===== src/rtl/magcmp_pkg.sv =====
// Shared types and verdict encodings for the serial magnitude comparator.
// Verdict vectors are ordered {c2,c1,c0} = {lt,eq,gt}.
package magcmp_pkg;

  typedef enum logic [1:0] {
    IDLE,
    RUN,
    DONE
  } state_t;

  localparam logic [2:0] CMP_GT = 3'b001;
  localparam logic [2:0] CMP_EQ = 3'b010;
  localparam logic [2:0] CMP_LT = 3'b100;

endpackage


===== src/rtl/mag_cmp2_slice.sv =====
// Combinational 2-bit unsigned comparator slice.
// Outputs are mutually exclusive: gt, eq, lt.
module mag_cmp2_slice (
  input  logic [1:0] a,
  input  logic [1:0] b,
  output logic       c0,
  output logic       c1,
  output logic       c2
);

  assign c0 = (a > b);
  assign c1 = (a == b);
  assign c2 = (a < b);

endmodule


===== src/rtl/serial_magnitude_cmp.sv =====
// Multi-cycle unsigned magnitude comparator, 2 bits per cycle MSB-first.
// One one-hot verdict per transaction over valid/ready handshakes.
module serial_magnitude_cmp
  import magcmp_pkg::*;
#(
  parameter  int WIDTH      = 8,
  parameter  bit EARLY_EXIT = 1'b1,
  localparam int N          = WIDTH / 2,
  localparam int CW         = $clog2(N + 1)
) (
  input  logic             clk,
  input  logic             rst,
  input  logic             in_valid,
  output logic             in_ready,
  input  logic [WIDTH-1:0] a,
  input  logic [WIDTH-1:0] b,
  output logic             out_valid,
  input  logic             out_ready,
  output logic             c0,
  output logic             c1,
  output logic             c2,
  output logic             busy,
  output logic [CW-1:0]    slices_used
);

  state_t           state;
  logic [WIDTH-1:0] sa;
  logic [WIDTH-1:0] sb;
  logic [CW-1:0]    cnt;
  logic [2:0]       acc;
  logic [2:0]       verdict;

  logic          s_gt;
  logic          s_eq;
  logic          s_lt;
  logic [2:0]    slice_res;
  logic          slice_ne;
  logic [CW-1:0] cnt_next;
  logic          last;
  logic          decide;
  logic [2:0]    final_v;

  mag_cmp2_slice u_slice (
    .a  (sa[WIDTH-1 -: 2]),
    .b  (sb[WIDTH-1 -: 2]),
    .c0 (s_gt),
    .c1 (s_eq),
    .c2 (s_lt)
  );

  assign slice_res = {s_lt, s_eq, s_gt};
  assign slice_ne  = !s_eq;
  assign cnt_next  = cnt + 1'b1;
  assign last      = (cnt_next == CW'(N));
  assign decide    = (slice_ne && EARLY_EXIT) || last;
  // acc remembers the first non-equal slice when running all slices
  assign final_v   = (acc != CMP_EQ) ? acc : slice_res;

  assign {c2, c1, c0} = verdict;

  always_ff @(posedge clk) begin
    if (rst) begin
      state       <= IDLE;
      in_ready    <= 1'b1;
      out_valid   <= 1'b0;
      busy        <= 1'b0;
      verdict     <= '0;
      slices_used <= '0;
      sa          <= '0;
      sb          <= '0;
      cnt         <= '0;
      acc         <= CMP_EQ;
    end else begin
      unique case (state)
        IDLE: begin
          if (in_valid) begin
            sa       <= a;
            sb       <= b;
            cnt      <= '0;
            acc      <= CMP_EQ;
            in_ready <= 1'b0;
            busy     <= 1'b1;
            state    <= RUN;
          end
        end
        RUN: begin
          cnt <= cnt_next;
          if (decide) begin
            verdict     <= final_v;
            slices_used <= cnt_next;
            out_valid   <= 1'b1;
            state       <= DONE;
          end else begin
            sa <= sa << 2;
            sb <= sb << 2;
            if (slice_ne && (acc == CMP_EQ))
              acc <= slice_res;
          end
        end
        DONE: begin
          if (out_ready) begin
            out_valid <= 1'b0;
            verdict   <= '0;
            busy      <= 1'b0;
            in_ready  <= 1'b1;
            state     <= IDLE;
          end
        end
        default: state <= IDLE;
      endcase
    end
  end

endmodule


===== config.mk =====
export PLATFORM = sky130hd
export DESIGN_NAME = serial_magnitude_cmp
export DESIGN_NICKNAME = d
export VERILOG_FILES = /design/src/rtl/magcmp_pkg.sv /design/src/rtl/mag_cmp2_slice.sv /design/src/rtl/serial_magnitude_cmp.sv
export SDC_FILE = /design/constraint.sdc
export NUM_CORES = 1
export LEC_CHECK = 0
export ABC_AREA = 1
export CORE_AREA = 3 3 68 70
export DETAILED_ROUTE_END_ITERATION = 8
export DIE_AREA = 0 0 71 73
export GPL_TIMING_DRIVEN = 0
export HOLD_SLACK_MARGIN = 0.1
export SLEW_MARGIN = 15
export SYNTH_ARGS = -nofsm -noshare
export SYNTH_HDL_FRONTEND = slang
export SYNTH_HIERARCHICAL = 1
export SYNTH_SLANG_ARGS = --single-unit

===== constraint.sdc =====
create_clock -name clk -period 3.6 [get_ports clk]
set_input_delay 0.54 -clock clk [delete_from_list [all_inputs] [get_ports clk]]
set_output_delay 0.54 -clock clk [all_outputs]
set_load 0.02 [all_outputs]

==> flow_metrics.env <==
export IMPL_status="finished clean"
export IMPL_die_area_um2=5180
export IMPL_syn_area_um2=1610
export IMPL_worstSetupPathType="reg -> out"
export IMPL_drive_above_1_share=0.115
export IMPL_hold_class="reg -> reg"
export IMPL_crit_arrival_ns=1.22
export IMPL_grt_pass1_wl_mm=6.10
export IMPL_fin_cells=310
export IMPL_post_route_period_util=0.488
export IMPL_start_kind="flop"
export IMPL_antenna_found_initial=0
export IMPL_avgViaCountPerCell=4.65
export IMPL_grt_pass1_vias=1372
export IMPL_crit_chain="clkdlybuf4s50_1"
export IMPL_endpoint_kind="primary output"
export IMPL_cts_root_buf="clkbuf_8"
export IMPL_ys_ff_latch=33
export IMPL_yosysTopAreaCellShare=0.411
export IMPL_path_max_fanout=2
export IMPL_io_pin_count=29
export IMPL_drtPass1Iterations=4
export IMPL_met2_usage=0.245
export IMPL_cp_required_ns=3.06
export IMPL_slew_headroom=0.699
export IMPL_timing_rr_start="sb[7]"
export IMPL_final_area_um2=2030
export IMPL_slew_violations=0
export IMPL_cp_buffers_inverters=1
export IMPL_drc=0
export IMPL_clkSinkCount=33
export IMPL_seq_area_frac_synth=0.411
export IMPL_grt_max_degree=11
export IMPL_fmax_mhz=569
export IMPL_die_height_um=73
export IMPL_use_met3=0.0344
export IMPL_ir_drop_v=0.000266
export IMPL_start_util=0.399
export IMPL_maxCapViolCount=0
export IMPL_first_iter_violations=44
export IMPL_synth_cell_types=23
export IMPL_ys_top_cells_by_area="dfxtp_1 (41%), nand2_1 (13%), nor2_1 (6.8%), nand3_1 (6.2%), inv_1 (5.6%)"
export IMPL_postRouteAntennaNets=0
export IMPL_area_growth_pct=26.3
export IMPL_clock_latency_ns=0.28
export IMPL_p_per_area_nw_per_um2=708
export IMPL_grtUsageTotal=0.149
export IMPL_synth_mux_area_frac=0
export IMPL_cts_max_level=2
export IMPL_synth_avg_cell_area_um2=7.18
export IMPL_n_antenna_cell=0
export IMPL_gp_congestion=0.772
export IMPL_min_from="in_ready"
export IMPL_synth_simple_area_share=0.379
export IMPL_hold_viol_final=0
export IMPL_layout_nets=283
export IMPL_worst_slew_pin_slew_ns=0.451
export IMPL_totalWireLength_mm=3.43
export IMPL_cp_startpoint="verdict[2]"
export IMPL_cts_resized=0
export IMPL_cts_tree="yes"
export IMPL_synth_top_area_cell="dfxtp_1"
export IMPL_syn_inst=224
export IMPL_max_stage_delay_ns=0.61
export IMPL_cts_setup_buffers=0
export IMPL_place_inst=302
export IMPL_clk_pin_slew_ns=0.06
export IMPL_dr_total_vias=1442
export IMPL_path_delay_family="buffers and inverters"
export IMPL_use_met1=0.190
export IMPL_setup_viol=0
export IMPL_port_buffer_count=28
export IMPL_finalPower_mw=1.44
export IMPL_core_area_um2=4030
export IMPL_period_needed_ns=1.76
export IMPL_top_usage_layer="met2"
export IMPL_leakage_nw=0.952
export IMPL_fin_setup_tns_ns=0
export IMPL_dp_hpwl_mm=2.55
export IMPL_synth_xor_area_frac=0
export IMPL_rsz0062_at_grt="no"
export IMPL_synth_top_family_by_area="simple AND/OR/NAND/NOR gates"
export IMPL_grt_overflow=0
export IMPL_row_count=23
export IMPL_clock_skew_ns=0.00252
export IMPL_yosys_warnings=6
export IMPL_cts_buffers=5
export IMPL_clk_path_buf_depth=2
export IMPL_die_w_um=71
export IMPL_avgRoutedWirePerCell_um=11.1
export IMPL_hold_buffers=0
export IMPL_synthAdderAreaFrac=0.0311
export IMPL_dpl_cell_area_um2=1950
export IMPL_cp_slowest_cell="clkdlybuf4s50_1"
export IMPL_syn_nets=248
export IMPL_synth_compound_area_share=0.0739
-- report_power, final --
part	internal, mW	switching [mW]	leakage (nW)
logic	0.274	0.404	0.642
clock network	0.137	0.122	0.0395
registers	0.460	0.0407	0.271
-- per-stage QoR --
stage / worst slack (ns) / hold WS [ns] / utilization
after floorplan: 2.17 / 0.452 / -
after global placement: 1.80 / 0.444 / 0.484
after detailed placement: 1.82 / 0.442 / 0.484
after CTS: 1.82 / 0.455 / 0.504
after global routing: 1.79 / 0.480 / 0.504
final: 1.84 / 0.457 / 0.504
-- state kept, by name, indices dropped and copies added (netlist names) --
name / cells
acc: 3
busy: 1
cnt: 3
in_ready: 1
out_valid: 1
sa: 8
sb: 8
slices_used: 3
state: 2
verdict: 3
-- cells in the mapped netlist --
cell type,n
nand3_2,7
inv_2,3
nand4_1,1
o21ai_0,11
nor2_4,1
nand3_1,20
clkbuf_1,1
and2_1,1
nand2_2,1
nand2_1,56
nand3_4,1
buf_6,3
nand2_4,2
nor3_1,4
ha_1,4
buf_2,6
a21oi_1,9
nand3b_1,4
inv_1,24
dfxtp_1,33
nor2_1,29
a21oi_2,1
o21ai_1,2
-- cells by family (layout without fill, tap and decap cells) --
family | count (synthesis) | in the layout
AND/OR/NAND/NOR | 127 | 127
adder cells (fa/ha/maj) | 4 | 4
AO/OA/AOI/OAI | 23 | 23
flip-flops | 33 | 33
buffers and inverters | 37 | 73
-- final cells by class --
cell class                 count  area, um2
buffer                        10       67.6
fill                         420       2000
clock buffer                   8       80.1
tap                           50       62.6
sequential                    33        661
timing repair buffer          28        280
inverter                      27        101
multi-input combinational    154        778
-- placed cells by master (no fill, tap or decap) --
master / Yosys / routed
a21oi_1: 9 / 9
a21oi_2: 1 / 1
and2_1: 1 / 1
buf_2: 6 / 6
buf_6: 3 / 3
clkbuf_1: 1 / 4
clkbuf_8: 0 / 5
clkdlybuf4s50_1: 0 / 28
dfxtp_1: 33 / 33
ha_1: 4 / 4
inv_1: 24 / 24
inv_2: 3 / 3
nand2_1: 56 / 56
nand2_2: 1 / 1
nand2_4: 2 / 2
nand3_1: 20 / 20
nand3_2: 7 / 7
nand3_4: 1 / 1
nand3b_1: 4 / 4
nand4_1: 1 / 1
nor2_1: 29 / 29
nor2_4: 1 / 1
nor3_1: 4 / 4
o21ai_0: 11 / 11
o21ai_1: 2 / 2
-- per-layer routing --
metal  vias up  part of all wire
met2        23              0.44
met3         5             0.039
met1       634              0.51
met5         -                 0
li1        780                 -
met4         0             0.015
-- worst paths after layout --
path	end	cells past startpoint	slack, ns
setup / recovery	c2	1	1.84
hold / removal	in_ready	2	0.46
setup reg to reg	sa[7]	10	1.96
hold reg to reg	in_ready	2	0.46
(Power assumes the default switching activity.)
